**config.mk**
```make
export PLATFORM = sky130hd
export DESIGN_NAME = hazard_sequencer
export DESIGN_NICKNAME = d
export VERILOG_FILES = /design/src/rtl/hazard_sequencer.sv
export SDC_FILE = /design/constraint.sdc
export NUM_CORES = 1
export LEC_CHECK = 0
export BUFFER_PORTS_ARGS = -buffer_cell sky130_fd_sc_hd__buf_4
export CORE_UTILIZATION = 32
export DETAILED_ROUTE_END_ITERATION = 10
export MAX_ROUTING_LAYER = met4
export PLACE_DENSITY = 0.76
export SKIP_CTS_REPAIR_TIMING = 1
export SYNTH_ARGS = -nofsm -noshare
export SYNTH_HDL_FRONTEND = slang
export SYNTH_SLANG_ARGS = --single-unit
```
**constraint.sdc**
```tcl
create_clock -name CLK -period 1.79 [get_ports CLK]
set_input_delay 0.179 -clock CLK [delete_from_list [all_inputs] [get_ports CLK]]
set_output_delay 0.179 -clock CLK [all_outputs]
set_load 0.02 [all_outputs]
```
**src/rtl/hazard_sequencer.sv**
```systemverilog
// hazard_sequencer
//   Pipeline hazard control for a 5-stage in-order core: EX operand
//   forwarding selects, load-use stall, redirect flush and data-memory
//   wait freeze, sequenced by a small FSM with two down-counters.
//
// Parameters
//   RW        register address width
//   LOAD_LAT  load-use stall cycles (1..4)
//   FLUSH_CYC flush cycles per redirect (1..3)
//
// Ports
//   CLK, RST                  clock, synchronous active-high reset
//   de_rs1/2, de_rs1/2_used   DE-stage sources
//   ex_rs1/2, ex_rs1/2_used   EX-stage sources
//   ex_rd, ex_memread         EX destination, EX is a load
//   mem_rd, mem_rs2           MEM destination, store-data source
//   mem_regwrite/memread/memwrite  MEM controls
//   wb_rd, wb_regwrite, wb_memread WB destination and controls
//   redirect                  EX resolved taken branch/jal/jalr
//   dmem_ready                data memory completes MEM access this cycle
//   fsel1, fsel2              EX operand select: 00 regfile, 01 WB, 10 MEM
//   store_fwd                 forward WB load data to MEM store data
//   stall_fd, bubble_ex       hold PC + IF/DE, insert NOP into DE/EX
//   flush                     squash IF/DE and DE/EX
//   freeze                    hold every pipeline register
//   state                     00 RUN, 01 LU_STALL, 10 FLUSH, 11 MEM_WAIT
//
// Build option
//   HAZARD_STORE_FWD_EN  enables WB-load -> MEM-store data forwarding;
//                        without it store_fwd is tied to 0.
module hazard_sequencer #(
  parameter int RW        = 5,
  parameter int LOAD_LAT  = 1,
  parameter int FLUSH_CYC = 1
) (
  input  logic          CLK,
  input  logic          RST,
  input  logic [RW-1:0] de_rs1,
  input  logic [RW-1:0] de_rs2,
  input  logic          de_rs1_used,
  input  logic          de_rs2_used,
  input  logic [RW-1:0] ex_rs1,
  input  logic [RW-1:0] ex_rs2,
  input  logic          ex_rs1_used,
  input  logic          ex_rs2_used,
  input  logic [RW-1:0] ex_rd,
  input  logic          ex_memread,
  input  logic [RW-1:0] mem_rd,
  input  logic [RW-1:0] mem_rs2,
  input  logic          mem_regwrite,
  input  logic          mem_memread,
  input  logic          mem_memwrite,
  input  logic [RW-1:0] wb_rd,
  input  logic          wb_regwrite,
  input  logic          wb_memread,
  input  logic          redirect,
  input  logic          dmem_ready,
  output logic [1:0]    fsel1,
  output logic [1:0]    fsel2,
  output logic          store_fwd,
  output logic          stall_fd,
  output logic          bubble_ex,
  output logic          flush,
  output logic          freeze,
  output logic [1:0]    state
);

  localparam int CNT_MAX = (LOAD_LAT > FLUSH_CYC) ? LOAD_LAT : FLUSH_CYC;
  localparam int CW      = $clog2(CNT_MAX) + 1;
  localparam logic [CW-1:0] LU_LOAD = CW'(LOAD_LAT - 1);
  localparam logic [CW-1:0] FL_LOAD = CW'(FLUSH_CYC - 1);

  typedef enum logic [1:0] {
    ST_RUN   = 2'b00,
    ST_LU    = 2'b01,
    ST_FLUSH = 2'b10,
    ST_MEMW  = 2'b11
  } state_t;

  state_t        state_reg, state_next;
  logic [CW-1:0] scnt_reg, scnt_next;
  logic [CW-1:0] fcnt_reg, fcnt_next;

  // ---------------- forwarding (one identical unit per operand) ----------
  logic [RW-1:0] ex_rs   [2];
  logic          ex_used [2];
  logic [1:0]    fsel_raw[2];

  assign ex_rs[0]   = ex_rs1;
  assign ex_rs[1]   = ex_rs2;
  assign ex_used[0] = ex_rs1_used;
  assign ex_used[1] = ex_rs2_used;

  generate
    for (genvar gi = 0; gi < 2; gi++) begin : g_fwd
      // MEM is younger than WB, so it wins when both match.
      always_comb begin
        fsel_raw[gi] = 2'b00;
        if (mem_regwrite && mem_rd != '0 && mem_rd == ex_rs[gi] && ex_used[gi])
          fsel_raw[gi] = 2'b10;
        else if (wb_regwrite && wb_rd != '0 && wb_rd == ex_rs[gi] && ex_used[gi])
          fsel_raw[gi] = 2'b01;
      end
    end
  endgenerate

  // ---------------- event decode ----------------------------------------
  logic lu, mw, hold_c, redir_c, lu_c;

  assign lu = ex_memread && (ex_rd != '0) &&
              ((ex_rd == de_rs1 && de_rs1_used) || (ex_rd == de_rs2 && de_rs2_used));
  assign mw = (mem_memread || mem_memwrite) && !dmem_ready;

  // MEM_WAIT keeps the pipeline frozen until the memory answers, even if
  // the MEM controls drop meanwhile; elsewhere a fresh mw freezes.
  assign hold_c  = (state_reg == ST_MEMW) ? !dmem_ready : mw;
  assign redir_c = !hold_c && redirect;
  // A new load-use stall can only start from RUN (or a completing MEM_WAIT,
  // which behaves as RUN on its release cycle).
  assign lu_c    = !hold_c && !redirect && lu &&
                   (state_reg == ST_RUN || state_reg == ST_MEMW);

  // ---------------- state register --------------------------------------
  always_ff @(posedge CLK) begin
    if (RST) begin
      state_reg <= ST_RUN;
      scnt_reg  <= '0;
      fcnt_reg  <= '0;
    end else begin
      state_reg <= state_next;
      scnt_reg  <= scnt_next;
      fcnt_reg  <= fcnt_next;
    end
  end

  // ---------------- next-state logic ------------------------------------
  always_comb begin
    state_next = state_reg;
    scnt_next  = scnt_reg;
    fcnt_next  = fcnt_reg;
    if (hold_c) begin
      // Counters and any stall/flush in progress are held across the freeze.
      if (state_reg == ST_RUN)
        state_next = ST_MEMW;
    end else if (redir_c) begin
      // A redirect overrides (or restarts) whatever is in progress.
      scnt_next  = '0;
      fcnt_next  = FL_LOAD;
      state_next = (FL_LOAD != '0) ? ST_FLUSH : ST_RUN;
    end else begin
      unique case (state_reg)
        ST_RUN, ST_MEMW: begin
          state_next = ST_RUN;
          if (lu_c) begin
            scnt_next  = LU_LOAD;
            state_next = (LU_LOAD != '0) ? ST_LU : ST_RUN;
          end
        end
        ST_LU: begin
          scnt_next  = (scnt_reg == '0) ? '0 : scnt_reg - 1'b1;
          if (scnt_next == '0)
            state_next = ST_RUN;
        end
        ST_FLUSH: begin
          fcnt_next  = (fcnt_reg == '0) ? '0 : fcnt_reg - 1'b1;
          if (fcnt_next == '0)
            state_next = ST_RUN;
        end
        default: state_next = ST_RUN;
      endcase
    end
  end

  // ---------------- outputs ---------------------------------------------
  logic sf_raw;

`ifdef HAZARD_STORE_FWD_EN
  assign sf_raw = mem_memwrite && wb_memread && (wb_rd != '0) && (wb_rd == mem_rs2);
`else
  assign sf_raw = 1'b0;
  logic unused_sf;
  assign unused_sf = &{1'b0, mem_rs2, wb_memread};
`endif

  // Everything is forced low while reset is asserted.
  always_comb begin
    fsel1     = 2'b00;
    fsel2     = 2'b00;
    store_fwd = 1'b0;
    stall_fd  = 1'b0;
    bubble_ex = 1'b0;
    flush     = 1'b0;
    freeze    = 1'b0;
    state     = 2'b00;
    if (!RST) begin
      fsel1     = fsel_raw[0];
      fsel2     = fsel_raw[1];
      store_fwd = sf_raw;
      freeze    = hold_c;
      flush     = redir_c || (!hold_c && state_reg == ST_FLUSH);
      stall_fd  = lu_c || (!hold_c && !redirect && state_reg == ST_LU);
      bubble_ex = stall_fd;
      state     = state_reg;
    end
  end

endmodule
```
; ---- Word level (Yosys, flattened, before mapping)
; Cells that the tools add are included.
[classes]
add_sub_neg = 2
eq_ne = 13
reduce_logical = 39
muxes = 24
bitwise_logic = 1
[ops]
columns = cell, n
row1 = 5-bit equality test, 6
row2 = 1-bit logical AND, 21
row3 = 2-bit two-way mux, 10
row4 = 5-bit nonzero test, 3
row5 = 1-bit two-way mux, 12
row6 = "4-bit != test, second input constant", 2
row7 = 2-bit one-hot mux with 3 select lines, 1
row8 = 3-bit AND reduction, 2
row9 = 1-bit logical OR, 5
row10 = "2-bit equality test, second input constant", 2
row11 = 1-bit zero test, 3
row12 = "3-bit != test, second input constant", 1
row13 = 3-bit nonzero test, 1
row14 = "2-bit by 1-bit equality test with 1-bit output, second input constant", 1
row15 = 2-bit zero test, 1
row16 = "2-bit by 1-bit != test with 1-bit output, second input constant", 1
row17 = 1-bit one-hot mux with 2 select lines, 1
row18 = 2-bit AND reduction, 1
row19 = 2-bit nonzero test, 1
row20 = 2-bit OR reduction, 1
row21 = "1-bit subtractor, second input constant", 2
row22 = 1-bit inverter, 1
[totals]
reg_bits = 4
word_cells = 82

; ---- Longest topological paths before layout
[logic_depth]
word_depth = 10
mapped_depth = 5

; ---- Worst setup path before layout
; No wires, ideal clock.
[synth_timing]
path_kind = input -> output
start = in ex_rd[0]
end = out stall_fd
path_buffers = 1
slack_ps = -19
t_arrival_ps = 1630
path_stages = 5
path_cell_list = xor2_1 nor4_1 nand3_1 a2111oi_2 buf_4
[synth_between]
elab_chain_cells = 8
word_cells_on_any_way = 12
cone_classes = eq/ne: 2 / mux: 1 / reduce/logical: 9
[synth_lines]
columns = element, line_no
row1 = from (decl), 46  ; input logic [RW-1:0] ex_rd,
row2 = 5-bit equality test, 111  ; ((ex_rd == de_rs1 && de_rs1_used) || (ex_rd == de_rs2 && de_rs2_used));
row3 = 1-bit logical AND, 111
row4 = 1-bit logical OR, 111
row5 = 1-bit logical AND *, 110  ; assign lu = ex_memread && (ex_rd != '0) &&
row6 = 1-bit logical AND * (2 in a row), 120  ; assign lu_c = !hold_c && !redirect && lu &&
row7 = 1-bit logical OR *, 201  ; stall_fd = lu_c || (!hold_c && !redirect && state_reg == ST_LU);
row8 = 1-bit two-way mux *, --
row9 = to (decl), 61  ; output logic stall_fd,
; Mark *: on every way between the ends. The rest lies on a longest branch, timed or not.

; ---- Worst setup path after layout
[layout_timing]
start = in ex_rd[0]
end = out stall_fd
[layout_between]
elab_chain_cells = 8
word_cells_on_any_way = 12
cone_classes = eq/ne: 2 / mux: 1 / reduce/logical: 9
[layout_lines]
columns = element, line_no
row1 = 5-bit equality test, 111
row2 = 1-bit logical AND, 111
row3 = 1-bit logical OR, 111
row4 = 1-bit logical AND *, 110
row5 = 1-bit logical AND * (2 in a row), 120
row6 = 1-bit logical OR *, 201
row7 = 1-bit two-way mux *, 195  ; if (!RST) begin
; Marks and branches as above.

==> out/results.txt <==
The flow ran to the end, and the final reports show no timing, DRC or antenna violations. The longest individual stage delay on the worst path is 420 ps, and the max-slew violation total from the final report is 0. The tool flagged a number of max-cap violations equal to 0. Cell with the most instances on the worst path: sky130_fd_sc_hd__buf_4. In this run, synthesis inferred 0 flip-flops with an integrated enable. The first global-routing pass estimated 2680 um of wire. Number of diodes added for antenna fixing: 0. The area added between synthesis and finish was 83.9%.

In this run the critical register-to-register path is launched from state_reg[0]. For the final routed database, the setup TNS stands at 0 ps. The starting density of the core came out at 0.347. Summing every instance area after synthesis gives 529 um2. The critical path goes through buf_4 > xor2_1 > nor4_2 > nand3_1 > a2111oi_4 > buf_4.

The number of vias per cell after detailed routing was 5.09. Number of flip-flops in the largest register: 1. The tools report the start point of the worst min-delay path as dmem_ready. The iteration count of the initial detailed-routing pass came out at 2. The tools report the capturing instance or port of the critical path as stall_fd. The placeable core region was 1520 um2.

Register bit total from synthesis: 1. Clock-pin slew was measured on the worst setup and hold paths at 0 ps. The share of the synthesized area in the top cell type is 0.265, and the arrival time at the worst endpoint is 1560 ps.

The initialized floorplan defines 14 standard-cell rows. The tools report the final wirelength as 1730 um. By area the synthesized netlist is led by sky130_fd_sc_hd__xor2_1 26%, sky130_fd_sc_hd__xnor2_1 23%, sky130_fd_sc_hd__nor4_1 7.1%.

At the later pin of the worst-skew pair, clock insertion delay measures 0 ps. Summing over every cut layer, the via total after detailed routing is 703. The library cell contributing the largest single delay on the critical path was sky130_fd_sc_hd__a2111oi_4. The floorplan step set the die width to 42.7 um. For the total number of yosys warnings, the log shows 0. The number of library cell types mapped by synthesis is 19, and the number of global-route vias before repair is 673.

Number of standard cells after synthesis: 68. The count of final hold-check violations is 0. The run gives 0 as the number of nets with antenna violations after detailed routing. The class of the tightest hold or removal check is input pin to flip-flop. Fill cells in the final layout number 130. The post-route DRC violation count was 0.

Of all nets on the critical path, the largest fanout is 3. The most critical setup path has its startpoint at ex_rd[0]. The clock period minus final worst setup slack works out to 1740 ps. For this design the top-level I/O count stands at 65.

The tools report the number of antenna violations at the first check in global routing as 0. The fraction of layout cells with a size suffix above 1 was 0.516. The final cycle utilization of the critical path is 0.970.

The post-synthesis average cell area is 7.78 um2, and the count of buffer and inverter cells on the critical path is 2. The fmax came out at 576 MHz. Area enclosed by the die boundary: 1820 um2. The commonest cells after synthesis are 16 x sky130_fd_sc_hd__xor2_1, 14 x sky130_fd_sc_hd__xnor2_1, 6 x sky130_fd_sc_hd__nor4_1. Data on the critical path is required at its endpoint by 1610 ps. Summed over all nets, the half-perimeter wirelength after detailed placement is 1570 um. In this run, the number of DRC markers left after iteration 0 of detailed routing was 3. The nature of the critical path startpoint was an input pin.

Entering global routing, the biggest net connects 9 pins. Async set-reset flop share out of synthesis: 0. After the last flow step, the layout net total stands at 178. Summed over all layers, the global routing overflow is 0. The top cell type by total area after synthesis was sky130_fd_sc_hd__xor2_1. The kind of cell with the highest combined delay along the critical path is simple AND/OR/NAND/NOR gates. The worst clock skew on the final layout came out at 0 ps. The worst setup path is captured at a primary output. Summing internal, switching and leakage power gives 0.235 mW.

The worst register-to-register path has a depth of 2. In this run the register-to-register setup slack is 1010 ps. The total power per unit cell area came out at 242 nW/um2. The number of stages on the worst setup path was 6.

The kind of critical path was input pin to primary output. The worst register-to-register path ends at state_reg[0]. In the final routed layout, each cell accounts on average for 12.5 um. Share of synthesized area occupied by flip-flops and latches: 0.0378.

The die is 42.7 um tall. For this run, the leading register cell type out of synthesis is sky130_fd_sc_hd__dfxtp_1. Routability-driven placement finished with a final weighted congestion of 0.783.

For the synthesized net count, the log shows 122. Static power due to leakage: 0.423 nW. Final setup violation count: 0.

Setup repair after global routing left no endpoint under its margin. The cell with the most instances after synthesis is sky130_fd_sc_hd__xor2_1. The count of buffers from port buffering was 57; the overall track demand over capacity in global routing was 0.189. Maximum ir drop on the vdd rail: 0.132 mV.
==> through the flow <==
step	utilization	instance area, um2	cells	hold slack, ps	worst slack, ps
6_report	0.639	973	138	365	54.3
3_5_place_dp	0.635	967	138	367	39.0
2_1_floorplan	-	542	68	256	137
5_1_grt	0.639	973	138	378	19.5
3_3_place_gp	0.635	967	138	363	97.8
4_1_cts	0.635	967	138	367	38.7
==> power breakdown <==
group	switching [mW]	total, mW	internal, mW
combinational	0.0913	0.211	0.119
clock	0	0	0
sequential	0.000460	0.0245	0.0240
==> cell type report <==
class,instances,area [um2],share of cell area
sequential,1,20.0,0.0206
tap,16,20.0,0.0206
timing repair buffer,57,428,0.440
multi-input combinational,64,505,0.519
==> cell usage in the layout (no fill, tap or decap), types with 2 or more instances in the layout <==
master,netlist,layout
sky130_fd_sc_hd__xnor2_1,14,14
sky130_fd_sc_hd__nand2_1,2,2
sky130_fd_sc_hd__nor2b_1,3,3
sky130_fd_sc_hd__nand3_1,4,4
sky130_fd_sc_hd__o21ai_1,2,2
sky130_fd_sc_hd__buf_4,3,57
sky130_fd_sc_hd__nand4_1,2,2
sky130_fd_sc_hd__nor3_2,2,2
sky130_fd_sc_hd__xor2_1,16,16
sky130_fd_sc_hd__nor4_1,6,5
sky130_fd_sc_hd__or4_1,2,2
sky130_fd_sc_hd__nor3_1,5,5
==> cells by family after synthesis <==
logic type,count (synthesis),synth area share
xor+xnor,30,0.496
simple gates,29,0.338
other cells,1,0.00709
compound gates,4,0.0780
buf+inv,3,0.0426
flops,1,0.0378
==> worst reg2reg max path, stage by stage (launching register included) <==
cell and delay [ps]:
sky130_fd_sc_hd__dfxtp_1 280, sky130_fd_sc_hd__nor3_1 290, sky130_fd_sc_hd__nor3_1 80
==> worst min path at each step <==
| stage | cells after the start | slack [ps] | endpoint |
|---|---|---|---|
| finish | 2 | 370 | state_reg[0] |
| global route | 2 | 380 | state_reg[0] |
| CTS | 2 | 370 | state_reg[0] |
| detailed placement | 2 | 370 | state_reg[0] |
| global placement | 2 | 360 | state_reg[0] |
| floorplan | 1 | 260 | state_reg[0] |
==> routing by layer <==
layer | vias up | track usage | wire length (um)
met5 | - | - | 0
met4 | 0 | 0.0313 | 18
met3 | 2 | 0.0340 | 192
met2 | 48 | 0.397 | 928
met1 | 305 | 0.172 | 588
li1 | 348 | - | -
Power figures use the tool's default switching activity.
